`config.mk`:
```
export PLATFORM = sky130hd
export DESIGN_NAME = fetch_unit
export DESIGN_NICKNAME = d
export VERILOG_FILES = /design/src/rtl/fetch_unit.sv
export SDC_FILE = /design/constraint.sdc
export NUM_CORES = 1
export LEC_CHECK = 0
export CAP_MARGIN = 10
export CORE_MARGIN = 2
export CORE_UTILIZATION = 50
export DETAILED_ROUTE_END_ITERATION = 16
export GPL_TIMING_DRIVEN = 0
export PLACE_DENSITY = 0.85
export SLEW_MARGIN = 20
export SYNTH_ARGS = -nofsm -noshare
export SYNTH_HDL_FRONTEND = slang
export SYNTH_SLANG_ARGS = --single-unit
```
`constraint.sdc`:
```
create_clock -name clk -period 8 [get_ports clk]
set_input_delay 2 -clock clk [delete_from_list [all_inputs] [get_ports clk]]
set_output_delay 2 -clock clk [all_outputs]
set_load 0.01 [all_outputs]
```
`src/rtl/fetch_unit.sv`:
```
//==============================================================================
// Module      : fetch_unit
// Description : Dual-issue instruction fetch front end. Fetches two words per
//               cycle from instruction memory into a circular instruction
//               queue of {instruction, pc} entries, redirects on branch_taken
//               and hands the queue head to decode.
//               Optional feature macro: FETCH_PERF_EN (fetch/stall counters).
// Revision    : 1.0 - initial release
//==============================================================================
`default_nettype none

`ifndef ADDR_WIDTH
`define ADDR_WIDTH 16
`endif
`ifndef INST_WIDTH
`define INST_WIDTH 32
`endif

module fetch_unit #(
    parameter int QUEUE_DEPTH = 4
) (
    input  logic                   clk,
    input  logic                   reset,
    output logic [`ADDR_WIDTH-1:0] pc,
    input  logic [`INST_WIDTH-1:0] instruction0,
    input  logic [`INST_WIDTH-1:0] instruction1,
    input  logic                   branch_taken,
    input  logic [`ADDR_WIDTH-1:0] branch_target,
    input  logic                   deq_ready,
    output logic                   out_valid,
    output logic [`INST_WIDTH-1:0] out_instruction,
    output logic [`ADDR_WIDTH-1:0] out_pc,
`ifdef FETCH_PERF_EN
    output logic [31:0]            fetch_count,
    output logic [31:0]            stall_count,
`endif
    output logic                   full,
    output logic                   empty
);

    localparam int AW    = `ADDR_WIDTH;
    localparam int IW    = `INST_WIDTH;
    localparam int PTR_W = $clog2(QUEUE_DEPTH);
    localparam int CNT_W = PTR_W + 1;

    // Queue storage: no reset needed, entries are qualified by count.
    logic [IW-1:0]    q_inst [QUEUE_DEPTH];
    logic [AW-1:0]    q_pc   [QUEUE_DEPTH];

    logic [PTR_W-1:0] wr_ptr;
    logic [PTR_W-1:0] rd_ptr;
    logic [CNT_W-1:0] count;

    logic [CNT_W-1:0] free;
    logic [1:0]       enq_count;
    logic             deq;
    logic             we0;
    logic             we1;
    logic [PTR_W-1:0] wr_ptr1;

    // Enqueue/dequeue decisions, all derived from the start-of-cycle count.
    always_comb begin
        free      = CNT_W'(QUEUE_DEPTH) - count;
        enq_count = 2'd0;
        if (!branch_taken) begin
            if (free >= CNT_W'(2))
                enq_count = 2'd2;
            else if (free == CNT_W'(1))
                enq_count = 2'd1;
        end
        deq     = !branch_taken && (count != '0) && deq_ready;
        we0     = !reset && (enq_count != 2'd0);
        we1     = !reset && (enq_count == 2'd2);
        wr_ptr1 = wr_ptr + PTR_W'(1);
    end

    // Queue entry writes: instruction0 first, instruction1 in the next slot.
    always_ff @(posedge clk) begin
        if (we0) begin
            q_inst[wr_ptr] <= instruction0;
            q_pc[wr_ptr]   <= pc;
        end
        if (we1) begin
            q_inst[wr_ptr1] <= instruction1;
            q_pc[wr_ptr1]   <= pc + AW'(1);
        end
    end

    // Fetch address, pointers and occupancy; redirect flushes the queue.
    always_ff @(posedge clk) begin
        if (reset) begin
            pc     <= '0;
            wr_ptr <= '0;
            rd_ptr <= '0;
            count  <= '0;
        end else if (branch_taken) begin
            pc     <= branch_target;
            wr_ptr <= '0;
            rd_ptr <= '0;
            count  <= '0;
        end else begin
            pc     <= pc + AW'(enq_count);
            wr_ptr <= wr_ptr + PTR_W'(enq_count);
            rd_ptr <= rd_ptr + PTR_W'(deq);
            count  <= count + CNT_W'(enq_count) - CNT_W'(deq);
        end
    end

`ifdef FETCH_PERF_EN
    // Performance counters: instructions enqueued and full-queue stall cycles.
    always_ff @(posedge clk) begin
        if (reset) begin
            fetch_count <= '0;
            stall_count <= '0;
        end else if (!branch_taken) begin
            fetch_count <= fetch_count + 32'(enq_count);
            if (free == '0)
                stall_count <= stall_count + 32'd1;
        end
    end
`endif

    // Head-of-queue view and status flags, zeroed while the queue is empty.
    always_comb begin
        out_valid       = (count != '0);
        out_instruction = out_valid ? q_inst[rd_ptr] : '0;
        out_pc          = out_valid ? q_pc[rd_ptr]   : '0;
        full            = (count == CNT_W'(QUEUE_DEPTH));
        empty           = (count == '0);
    end

endmodule

`default_nettype wire

```
Yosys cells after proc, flatten, opt, wreduce, memory -nomap -nowiden --
Memories as Yosys holds them, arrays and structs flattened. A register that Yosys moved wholly into a read port is not among the register bits. Cells that the tools add are included.
Word-level totals: latch bits 0, output and inout bits 67, word-level logic and storage cells 40, register bits after elaboration 23, memories 2, ROM bits 0, memory bits (writable) 192
Memories:
- q_inst | depth 4, bits a word 32, rd ports 1, clocked after memory_dff 1, write ports 2, line 47 | logic [IW-1:0] q_inst [QUEUE_DEPTH];
- q_pc | depth 4, bits a word 16, rd ports 1, clocked after memory_dff 1, write ports 2, line 48 | logic [AW-1:0] q_pc [QUEUE_DEPTH];
Operators by class: shift-type cells 0, muxes and demuxes 12, reductions and logical operators 10, add/subtract/negate cells 8, div/mod/pow operators 0, equal/unequal tests 3, order comparisons 1, multiply operators 0, bitwise logic cells 0
Operators with widths (number):
- $mux 16 | 2
- $mux 32 | 1
- $add 16x1->16 const B | 1
- $add 16x2->16 | 1
- $mux 2 | 4
- $mux 1 | 5
- $logic_and 1x1->1 | 4
- $add 3x2->3 | 1
- $eq 3x1->1 const B | 1
- $eq 3x3->1 const B | 1
- $ge 3x2->1 const B | 1
- $logic_not 3->1 | 1
- $reduce_bool 3->1 | 1
- $sub 3x1->3 | 1
- $sub 3x3->3 const A | 1
- $add 2x1->2 | 1
- $add 2x1->2 const B | 1
- $add 2x2->2 | 1
- $eq 2x2->1 const B | 1
- $logic_not 1->1 | 2
- $reduce_bool 2->1 | 1
- $reduce_or 2->1 | 1

Logic depth before layout (Yosys ltp) --
Gate-level depths: netlist of run 1.
depth after elaboration 9, depth in mapped cells 13, depth with buffers taken out 13

Worst setup path after synthesis of run 1 --
No wires, ideal clock.
kind input-to-reg, from input reset, to memory q_inst[0][0] in the netlist's numbering, enable pin, data required time 7.530 ns, data arrival time 4.893 ns, buffers on the path 2, slack 2.637 ns, cell stages on the path 4, setup time 0.470 ns, cell sequence clkbuf_1 or2_1 buf_2 a21oi_1
RTL lines:
- start: declaration | line 23 | input logic reset,
- end: declaration | line 47

==> results of run 1 <==
-- kinds of logic (layout without fill, tap and decap cells) --
group,after synthesis,in the layout,share of synthesized area [%]
multiplexers,49,49,9.70
adder cells (fa/ha/maj),15,15,1.80
AO/OA/AOI/OAI,26,26,1.45
XOR/XNOR,77,77,6.00
buffers and inverters,89,288,3.62
flip-flops,215,215,55.4
AND/OR/NAND/NOR,588,588,22.1
-- power breakdown --
part / internal, mW / switching (mW)
sequential: 1.34 / 0.0278
combinational: 0.335 / 0.384
clock: 0.570 / 0.448
-- state kept, by name, summed over array words and instances (netlist names) --
register / cells
wr_ptr: 2
rd_ptr: 2
q_pc: 64
pc: 16
q_inst: 128
count: 3
-- metal layers --
layer,global-route usage [%],share of wire [%],vias up
li1,-,-,3946
met1,31.4,37,4067
met2,43.7,51,497
met3,5.02,9.9,65
met4,7.79,2.0,0
met5,0,0,-
-- placed cells by master (no fill, tap or decap), types with 23 or more instances in the layout --
master / Yosys / layout
nand2_1: 443 / 443
edfxtp_1: 192 / 192
clkdlybuf4s50_1: 0 / 148
xnor2_1: 59 / 59
and2_1: 53 / 53
mux4_2: 48 / 48
nor2_1: 44 / 43
buf_2: 32 / 32
clkbuf_1: 23 / 25
clkbuf_16: 0 / 25
dfxtp_1: 23 / 23
-- cell type report --
| cell class | count | area, sq um | area share [%] |
|---|---|---|---|
| buffer | 76 | 358 | 2.55 |
| clock buffer | 27 | 633 | 4.51 |
| clock inverter | 17 | 92.6 | 0.660 |
| inverter | 13 | 48.8 | 0.348 |
| multi-input combinational | 755 | 4650 | 33.1 |
| sequential | 215 | 6230 | 44.4 |
| tap | 280 | 350 | 2.50 |
| timing repair buffer | 155 | 1670 | 11.9 |
-- tightest hold or removal path, stage by stage, from the launching register on --
cell,delay [ps]
dfxtp_1,360
ha_1,140
and2_1,100
-- stage by stage --
stage / area [sq um] / hold WS (ps) / instances / worst slack, ps
floorplan: 11200 / 579 / 1059 / 2640
global placement: 13100 / 606 / 1487 / 723
detailed placement: 13300 / 624 / 1494 / 3060
CTS: 14000 / 647 / 1538 / 2800
global route: 14000 / 673 / 1538 / 2760
finish: 14000 / 633 / 1538 / 2820
-- worst max path at each step --
stage	to	slack, ps	cells after the start
detailed placement	pc[14]$_SDFF_PP0_	3060	13
floorplan	q_inst[0][0]$_DFFE_PP_	2640	4
CTS	out_pc[1]	2800	5
finish	out_pc[2]	2820	5
global route	out_pc[1]	2760	5
global placement	q_inst[2][30]$_DFFE_PP_	720	4
==> results by group, run 1 <==
Pwr
  • Max rail drop VDD: 0.168 mV
  • Final total power: 3.11 mW
  • Power per cell area: 222 mW/mm^2
  • LEAKAGE: 5.27 nW

Critical path
  • Critical path's top delay family: buffers and inverters
  • R2R Path End: pc[14]$_SDFF_PP0_
  • CP Cell Sequence: buf_1, clkbuf_1, mux4_2, and2_1, clkdlybuf4s50_1
  • Worst R2R Path Depth: 13
  • Critical Path RT: 6000 ps
  • Crit path max fanout: 10
  • CP peak stage delay: 610 ps
  • WP buf/inv: 3
  • Critical path startpoint category: flop
  • CP Capture Type: primary output
  • Slowest-stage cell, CP: clkbuf_1
  • Setup CP Type: flop to primary output
  • Flop2flop setup slack: 4470 ps
  • CP startpoint: rd_ptr[1]$_SDFF_PP0_
  • Critical R2R Launch: count[0]$_SDFF_PP0_
  • Worst EP arrival: 3180 ps

Floorplan
  • Die height: 154 um
  • Die X: 154 um
  • # rows: 54
  • DIE AREA: 0.0237 sq mm
  • Initial core utilization: 51.2%
  • CORE AREA: 0.0220 sq mm
  • Top Ports: 151

STA
  • Total Neg Setup Slack: 0 ps
  • Period minus WS final: 5180 ps
  • RSZ-0062 raised after global routing: no
  • Period utilization: 64.8%
  • Fmax: 193 MHz
  • Relative slew slack: 45.2%
  • Fin. Hold Viols: 0
  • Worst Skew: 8.98 ps
  • Worst slew pin tran: 814 ps
  • Final setup fails: 0
  • Slew Viols, Final: 0

Flow run
  • Max-Cap Viols: 0

Clock network
  • TritonCTS buffer count: 24
  • Hold buffers post-CTS: 0
  • CTS tree: built
  • CTS Root Cell: clkbuf_16
  • H-tree depth reported by CTS: 1
  • Clock transition at path regs: 60 ps
  • Worst skew pair latency: 520 ps
  • CTS max path bufs: 3
  • Post-CTS Setup Repair Bufs: 0
  • Clock Sinks: 215
  • Post-cts resize count: 0

Final layout
  • Layout cell share with drive strength beyond 1: 11.1%
  • Layout Utilization: 63.9%
  • Area Overhead vs Synth: 24.8%
  • Number of diodes: 0
  • Nets: 1339
  • Fill cells: 1614

Synthesis
  • Yosys Warn Count: 0
  • Seq cells post-synth: 215
  • Netlist cell types: 38
  • Syn Inst Count: 1059
  • Post-synth top cells: nand2_1 (443), edfxtp_1 (192), xnor2_1 (59)
  • Syn Area/Cell: 10.6 sq um
  • Synth area leader: edfxtp_1
  • Most frequent cell after synthesis: nand2_1
  • Mapped cell area: 0.0112 sq mm
  • Ranking of synthesized cells by area: edfxtp_1 (51%), nand2_1 (15%), mux4_2 (9.6%), xnor2_1 (4.6%), dfxtp_1 (4.1%)
  • Sequential element share of the synthesized area: 55.4%
  • Synth top area share: 51.3%
  • Ys async rst share: 0%
  • Top FF cell, synth: edfxtp_1
  • Synth Net Count: 1158
  • Post-synth EDFFs: 192

Global route
  • Vias in the first global route: 8688
  • Total routing usage reported by global routing: 25.0%
  • First-pass GRT wire length: 46000 um
  • Pin count of the biggest net entering global routing: 46
  • Global route total overflow: 0
  • Initial antenna violation count: 0

Min path
  • Hold path depth: 2
  • Hold path startpoint: count[0]$_SDFF_PP0_
  • Worst hold path class: flop to flop
  • Hold path endpoint: count[0]$_SDFF_PP0_

Placed design
  • # port buffers: 148
  • Placer Congestion: 0.808
  • Dpl hpwl: 19900 um

Drt
  • Routed WL: 29700 um
  • Wire length per cell: 19.3 um
  • Pre-antenna DRT Iters: 6
  • ANT nets after route: 0
  • Vias/cell: 5.58
  • Residual DRC: 0
  • Vias: 8575
  • DR iter-0 viols: 717

Outcome
  • Status: finished, final reports clean
Power figures use the tool's default switching activity.
==> run 2: changes to the inputs <==
--- a/config.mk
+++ b/config.mk
@@ -10,7 +10,7 @@
 export CORE_UTILIZATION = 50
 export DETAILED_ROUTE_END_ITERATION = 16
 export GPL_TIMING_DRIVEN = 0
-export PLACE_DENSITY = 0.85
+export PLACE_DENSITY = 0.88
 export SLEW_MARGIN = 20
 export SYNTH_ARGS = -nofsm -noshare
 export SYNTH_HDL_FRONTEND = slang
==> constraint.sdc (replaced) <==
create_clock -name clk -period 4.7 [get_ports clk]
set_input_delay 1.175 -clock clk [delete_from_list [all_inputs] [get_ports clk]]
set_output_delay 1.175 -clock clk [all_outputs]
set_load 0.01 [all_outputs]
==> results by group, run 2 (synthesis gave the netlist of run 1 again) <==
Outcome
  • Status: finished, final reports clean

STA
  • Worst slew pin tran: 897 ps (+83.0 ps)
  • Relative slew slack: 39.9% (-5.4 points)
  • Worst Skew: 12.7 ps (+3.75 ps)
  • Final setup fails: 0 (unchanged)
  • Period utilization: 92.9%
  • RSZ-0062 raised after global routing: no
  • Fin. Hold Viols: 0 (unchanged)
  • Worst hold slack: 641 ps (+8.06 ps)
  • Period minus WS final: 4370 ps
  • Slew Viols, Final: 0 (unchanged)
  • Fmax: 229 MHz

Min path
  • Worst hold path class: flop to flop
  • Hold path startpoint: count[0]$_SDFF_PP0_
  • Hold path endpoint: count[0]$_SDFF_PP0_
  • Hold path depth: 2 (unchanged)

Drt
  • ANT nets after route: 0 (unchanged)
  • Wire length per cell: 19.5 um (+0.90%)
  • Routed WL: 29900 um (+0.84%)
  • Pre-antenna DRT Iters: 6 (unchanged)
  • DR iter-0 viols: 976 (+36%)
  • Vias/cell: 5.61 (+0.68%)
  • Residual DRC: 0 (unchanged)
  • Vias: 8628 (+0.62%)

Floorplan
  • CORE AREA: 0.0220 sq mm (unchanged)
  • Die X: 154 um (unchanged)
  • # rows: 54 (unchanged)
  • Die height: 154 um (unchanged)
  • Initial core utilization: 51.2% (unchanged)
  • Top Ports: 151 (unchanged)
  • DIE AREA: 0.0237 sq mm (unchanged)

Pwr
  • Power per cell area: 372 mW/mm^2 (+68%)
  • LEAKAGE: 5.24 nW (-0.65%)
  • Max rail drop VDD: 0.217 mV (+29%)
  • Final total power: 5.20 mW (+67%)

Critical path
  • Setup CP Type: flop to primary output
  • CP peak stage delay: 620 ps (about the same)
  • Critical R2R Launch: count[0]$_SDFF_PP0_
  • Worst EP arrival: 3190 ps (about the same)
  • Critical path's top delay family: buffers and inverters
  • Worst R2R Path Depth: 13 (unchanged)
  • CP Cell Sequence: buf_1, clkbuf_1, mux4_2, and2_1, clkdlybuf4s50_1
  • CP startpoint: rd_ptr[1]$_SDFF_PP0_
  • Flop2flop setup slack: 1160 ps (-3310 ps)
  • Crit path max fanout: 10 (unchanged)
  • WP buf/inv: 3 (unchanged)
  • CP Capture Type: primary output
  • WP depth: 5 (unchanged)
  • R2R Path End: pc[14]$_SDFF_PP0_
  • Critical path startpoint category: flop
  • Slowest-stage cell, CP: clkbuf_1
  • Critical Path RT: 3520 ps (-2480 ps)

Global route
  • First-pass GRT wire length: 46000 um (-0.12%)
  • Vias in the first global route: 8748 (+0.69%)
  • Pin count of the biggest net entering global routing: 46 (unchanged)
  • Total routing usage reported by global routing: 24.9% (-0.068 points)
  • Initial antenna violation count: 1 (+1)
  • Global route total overflow: 0 (unchanged)

Clock network
  • CTS max path bufs: 3 (unchanged)
  • CTS tree: built
  • CTS Root Cell: clkbuf_16
  • Hold buffers post-CTS: 0 (unchanged)
  • Post-CTS Setup Repair Bufs: 0 (unchanged)
  • Clock transition at path regs: 60 ps (about the same)
  • Clock Sinks: 215 (unchanged)
  • H-tree depth reported by CTS: 1 (unchanged)
  • Post-cts resize count: 0 (unchanged)
  • TritonCTS buffer count: 23 (-4.2%)
  • Worst skew pair latency: 500 ps (-20 ps)

Final layout
  • Area of the multi-input gates: 0.00465 sq mm (unchanged)
  • Fill cells: 1639 (+1.5%)
  • Layout Utilization: 63.7% (-0.21 points)
  • Most common cell after layout, fill and taps aside: nand2_1
  • Reg with most FFs: q_inst
  • Commonest cells after routing, fill and taps aside: nand2_1 (443), edfxtp_1 (192), clkdlybuf4s50_1 (148)
  • Largest registers: q_inst x128, q_pc x64, pc x16
  • Nets: 1339 (unchanged)
  • Layout cell share with drive strength beyond 1: 10.6% (-0.54 points)
  • FF/Latch Area: 0.00623 sq mm (unchanged)
  • Area Overhead vs Synth: 24.4%
  • Max FFs per register: 128 (unchanged)

Placed design
  • # port buffers: 148 (unchanged)
  • Placer Congestion: 0.795 (-1.5%)
  • Dpl hpwl: 20400 um (+2.1%)

Flow run
  • Max-Cap Viols: 0 (unchanged)
[run 2: changes by cell type in the layout (fill, tap and decap cells not counted), sizes merged]
cell,before,now
clkinv,16,10
buf,58,59
diode,0,1
clkbuf,52,55
[run 2: through the flow]
stage | cell area [sq um] | cells | setup WS [ps] | setup TNS [ps]
after detailed placement | 13300 | 1495 | 563 | 0
after global routing | 14000 | 1536 | 241 | 0
after floorplan | 11200 | 1059 | 162 | 0
after CTS | 14000 | 1536 | 309 | 0
final | 14000 | 1537 | 332 | 0
after global placement | 13100 | 1487 | -1740 | -226070
[run 2: worst max path at each step]
stage                                          to  slack [ps]
after floorplan            q_inst[0][0]$_DFFE_PP_         160
after global placement    q_inst[2][30]$_DFFE_PP_       -1740
after detailed placement        pc[14]$_SDFF_PP0_         560
after CTS                               out_pc[3]         310
after global routing                    out_pc[3]         240
final                                   out_pc[3]         330
[run 2: layout make-up]
cell class                 count  area share, %
inverter                      13          0.349
clock inverter                11          0.358
buffer                        76           2.56
antenna                        1         0.0179
timing repair buffer         156           12.1
clock buffer                  30           4.37
sequential                   215           44.5
multi-input combinational    755           33.2
tap                          280           2.50
[run 2: worst register-to-register path, delay by kind of cell, from the launching register on]
kind                       cells  cell delay [ps]
AOI/OAI and AO/OA              1              230
xor gates and xnor gates       1              110
adders and majority gates      4             1090
buffers and inverters          3              250
DFF                            1              370
and+or+nand+nor                4             1400
[run 2: metal layers]
| metal | track usage [%] | up-vias | part of all wire, % |
|---|---|---|---|
| met4 | 7.88 | 0 | 2.6 |
| met1 | 32.3 | 4104 | 38 |
| met5 | 0 | - | 0 |
| met2 | 43.0 | 515 | 49 |
| met3 | 4.34 | 71 | 10 |
| li1 | - | 3938 | - |
[run 2: power breakdown]
group,switching [mW],total [mW],internal (mW),leakage (nW)
clock,0.724,1.64,0.912,0.323
sequential,0.0456,2.33,2.29,1.96
combinational,0.662,1.23,0.572,2.95
total,1.43,5.20,3.77,5.24
==> RTL change 1 (settings of run 2) <==
The macro `INST_WIDTH` goes from 32 to 64.
--- a/src/rtl/fetch_unit.sv
+++ b/src/rtl/fetch_unit.sv
@@ -13,7 +13,7 @@
 `define ADDR_WIDTH 16
 `endif
 `ifndef INST_WIDTH
-`define INST_WIDTH 32
+`define INST_WIDTH 64
 `endif
 
 module fetch_unit #(
Interface: changed (resized instruction0, instruction1 and out_instruction); port bits go from 151 to 247. The function was not compared with the original's and may differ.
==> RTL change 1 against run 2 <==
Synthesized cell count increased by 58%. Worst setup slack improved by 0.021 ns. Hold slack got worse by 0.041 ns. Sequential cell count increased by 128. Critical path depth increased by 2. Routed wire length increased by 69%. Clock power increased by 77%. Area after synthesis increased by 57%. Largest power group unchanged. Design area increased by 59%. Total power increased by 65%.
==> RTL change 1: results (changes against run 2) <==
Finish
  – N_diodes: 7 (+6)
  – Biggest regs: q_inst x256, q_pc x64, pc x16
  – Count of plain and timing-repair buffers: 371 (+60%)
  – Clock buffers: 49 (+63%)
  – Final Util: 64.1% (+0.43 points)
  – Multi-input gates: 1201 (+59%)
  – Fillers: 2522 (+54%)
  – Reg area: 10100 um^2 (+62%)

Synth
  – Compound-Gate Fraction of Synth Area: 1.04% (-0.41 points)
  – Post-synthesis adder-cell area fraction: 1.15% (-0.65 points)
  – Yosys cell types: 41 (+7.9%)
  – XOR/XNOR share of the synthesized area: 3.73% (-2.3 points)
  – Sequential-to-total area share from yosys stat: 57.2% (+1.8 points)
  – Synth Net Count: 1833 (+58%)
  – Top cells by area, synth: edfxtp_1 55%, nand2_1 18%, mux4_2 10%
  – Number of synthesized flops with an enable pin: 320 (+67%)
  – Multiplexer share of the synthesized area: 10.3% (+0.58 points)

Timing
  – Hold WS: 0.600 ns (-0.0412 ns)
  – Worst slew pin tran: 0.804 ns (-0.0929 ns)

Critical path
  – Worst Path Arrival: 3.17 ns (-0.02 ns)

Routing
  – Drt first-iter violations: 1685 (+73%)
  – Routed Wire Length: 50500 um (+69%)
  – Met2 wire len: 24800 um (+68%)
  – Vias per cell: 5.65 (+0.61%)

Global routing
  – Met3 track demand over resource: 5.52% (+1.2 points)
  – Number of global-route vias before repair: 14400 (+64%)

Power and ir drop
  – Power Clock: 2.90 mW (+77%)
  – Maximum vdd ir drop: 250 uV (+15%)

Run status
  – Run status: finished, final reports clean

Clock network
  – H-tree depth: 2 (+1)
  – Clock sinks: 343 (+60%)
RTL change 1: cell types whose count changed in the layout (fill, tap and decap cells not counted), sizes merged, moves of 4 or more:
| cell | change |
|---|---|
| clkdlybuf4s50 | +97 |
| nor2 | -11 |
| buf | +21 |
| mux4 | +32 |
| and2 | +32 |
| xor2 | -8 |
| diode | +6 |
| clkbuf | +40 |
| bufinv | +4 |
| edfxtp | +128 |
| nand2 | +394 |
| xnor2 | +6 |
RTL change 1: worst max-delay path by stage:
stage                                    start                      end  slack, ns  cells past startpoint
after floorplan                          reset   q_inst[0][0]$_DFFE_PP_      -1.36                      4
after global placement            branch_taken  q_inst[2][39]$_DFFE_PP_      -4.88                      4
after detailed placement          branch_taken        pc[14]$_SDFF_PP0_       0.11                     13
after CTS                 rd_ptr[1]$_SDFF_PP0_                out_pc[1]       0.32                      5
after global routing       count[1]$_SDFF_PP0_      out_instruction[63]       0.23                      7
final                      count[1]$_SDFF_PP0_      out_instruction[63]       0.35                      7
==> RTL change 2 (flow settings as in run 2) <==
Without the edit above. Add an input register stage for `branch_target`; this delays it by one clock. The other inputs are not delayed to match.
--- a/src/rtl/fetch_unit.sv
+++ b/src/rtl/fetch_unit.sv
@@ -42,6 +42,12 @@
     localparam int IW    = `INST_WIDTH;
     localparam int PTR_W = $clog2(QUEUE_DEPTH);
     localparam int CNT_W = PTR_W + 1;
+
+    logic [`ADDR_WIDTH-1:0] branch_target_q;
+
+    always_ff @(posedge clk) begin
+        branch_target_q <= branch_target;
+    end
 
     // Queue storage: no reset needed, entries are qualified by count.
     logic [IW-1:0]    q_inst [QUEUE_DEPTH];
@@ -94,7 +100,7 @@
             rd_ptr <= '0;
             count  <= '0;
         end else if (branch_taken) begin
-            pc     <= branch_target;
+            pc     <= branch_target_q;
             wr_ptr <= '0;
             rd_ptr <= '0;
             count  <= '0;
Function: changed (a bounded check fails within 4 cycles, from zero or initial values and one cycle with reset high).
==> RTL change 2 against run 2 <==
Design area rose by 3.0%. Sequential power rose by 6%. Highest routed layer unchanged. Worst setup slack improved by 0.020 ns. Die area rose by 2.6%. Routed wire length rose by 2.4%. Area after synthesis rose by 2.6%. Total power rose by 7.7%. Sequential cell count rose by 16.
==> RTL change 2: results (changes against run 2) <==
Synth
  – Number of synthesized flops with an enable pin: 192 (unchanged)
  – Yosys cell types: 41 (+7.9%)
  – Synth cell count leaders: 439 x nand2_1, 192 x edfxtp_1, 54 x xnor2_1
  – Top cells by area, synth: edfxtp_1 50%, nand2_1 14%, mux4_2 9.4%
  – Post-synth ARST share: 0% (unchanged)
  – Ys Warns: 0 (unchanged)
  – Sequential-to-total area share from yosys stat: 56.7% (+1.4 points)
  – Synth Net Count: 1173 (+1.3%)

Critical path
  – Worst-path maximum fanout: 10 (unchanged)
  – Worst Path Arrival: 3.17 ns (-0.02 ns)

Clock network
  – Clock root cell: clkbuf_16
  – Post-CTS setup buffers: 0 (unchanged)
  – H-tree depth: 1 (unchanged)
  – Clk_lat worst skew: 0.51 ns
  – Total CTS buffers: 25 (+8.7%)
  – Bufs on Longest Clock Path: 3 (unchanged)
  – Post-CTS resize count: 0 (unchanged)
  – Clock Pin Slew Worst Setup and Hold Paths: 0.06 ns (about the same)

Global routing
  – GR Layer Usage met2: 44.9% (+2.0 points)
  – GR met1 Demand/Resource: 32.3% (-0.056 points)
  – Number of global-route vias before repair: 9067 (+3.6%)
  – Largest net degree at the start of global routing: 41 (-11%)
  – First-pass GRT wire length: 48100 um (+4.7%)
  – Met3 track demand over resource: 4.22% (-0.12 points)
  – Initial antenna violation count: 0 (-1)
  – Total track usage: 25.7% (+0.72 points)

Run status
  – Run status: finished, final reports clean

Routing
  – Vias: 8808 (+2.1%)
  – TritonRoute pass-1 iters: 6 (unchanged)
  – Routed Wire Length: 30700 um (+2.4%)
  – Drt first-iter violations: 908 (-7.0%)

Hold path
  – Worst hold path class: flip-flop to flip-flop

Place
  – PortBufs: 149 (+0.68%)
  – Placer Congestion: 0.825 (+3.7%)
  – HPWL Detailed: 20600 um (+1.4%)

Power and ir drop
  – Pleak: 5.40 nW (+3.2%)
  – Maximum vdd ir drop: 281 uV (+29%)

Finish
  – Share of layout cells above drive strength 1: 10.2% (-0.39 points)
  – Biggest regs: q_inst x128, q_pc x64
  – N_diodes: 0 (-1)
  – Nets: 1356 (+1.3%)
  – Fillers: 1626 (-0.79%)

Timing
  – Worst clock skew: 0.0117 ns (-0.00101 ns)
  – Final setup fails: 0 (unchanged)
  – Worst slew pin tran: 0.734 ns (-0.162 ns)
[RTL change 2: changes by cell type after synthesis, moves of 4 or more]
cell             run 2  this run
a211oi_1            10         6
a21oi_1              6        15
buf_2               32        25
buf_4                6         2
clkbuf_1            23        32
dfxtp_1             23        39
nand2_1            443       439
nand3_1              6        15
nor2_1              44        40
xnor2_1             59        54
[RTL change 2: power by group]
group / internal [mW] / switching, mW / leakage (nW)
Combinational: 0.563 / 0.655 / 2.92
Sequential: 2.43 / 0.0524 / 2.10
Clock: 1.11 / 0.787 / 0.394
[RTL change 2: worst max-delay path, cell delays in order, from the launching register on]
cell and delay (ns):
dfxtp_1 0.42, buf_1 0.58, clkbuf_1 0.56, mux4_2 0.41, and2_1 0.20, clkdlybuf4s50_1 0.49
[RTL change 2: per-layer routing]
metal / part of all wire, % / wire length (um)
met5: 0 / 0
met4: 3.4 / 1050
met3: 9.6 / 2960
met2: 50 / 15400
met1: 37 / 11200
[RTL change 2: logic make-up after synthesis]
group           after synthesis  synth area share, %
xor+xnor                     69                 5.24
flops                       231                 56.7
fa+ha+maj                    15                 1.76
buf+inv                      86                 3.20
compound gates               38                 2.01
mux                          49                 9.45
simple gates                586                 21.6
[RTL change 2: layout make-up]
type | count | area share, %
buffer | 72 | 2.20
clock buffer | 36 | 5.00
clock inverter | 9 | 0.478
tap | 285 | 2.48
sequential | 231 | 45.5
multi-input combinational | 757 | 32.4
timing repair buffer | 156 | 11.6
inverter | 14 | 0.365
[RTL change 2: metrics by stage]
step                cell area, um^2  cells  util (%)  TNS (ns)  setup WS, ns
global route                  14400   1560      63.6         0         0.260
CTS                           14400   1560      63.6         0         0.312
floorplan                     11500   1074         -         0        0.0839
detailed placement            13600   1515      60.1         0         0.149
global placement              13400   1508      59.1   -289.93         -2.15
finish                        14400   1560      63.6         0         0.352
[RTL change 2: final timing paths]
path | start | slack (ns) | cells past startpoint | end
worst max-delay path | rd_ptr[1]$_SDFF_PP0_ | 0.35 | 5 | out_pc[5]
worst min-delay path | branch_target_q[4]$_DFF_P_ | 0.44 | 2 | pc[4]$_SDFF_PP0_
worst max register to register | count[0]$_SDFF_PP0_ | 1.12 | 13 | pc[14]$_SDFF_PP0_
worst min register to register | branch_target_q[4]$_DFF_P_ | 0.44 | 2 | pc[4]$_SDFF_PP0_
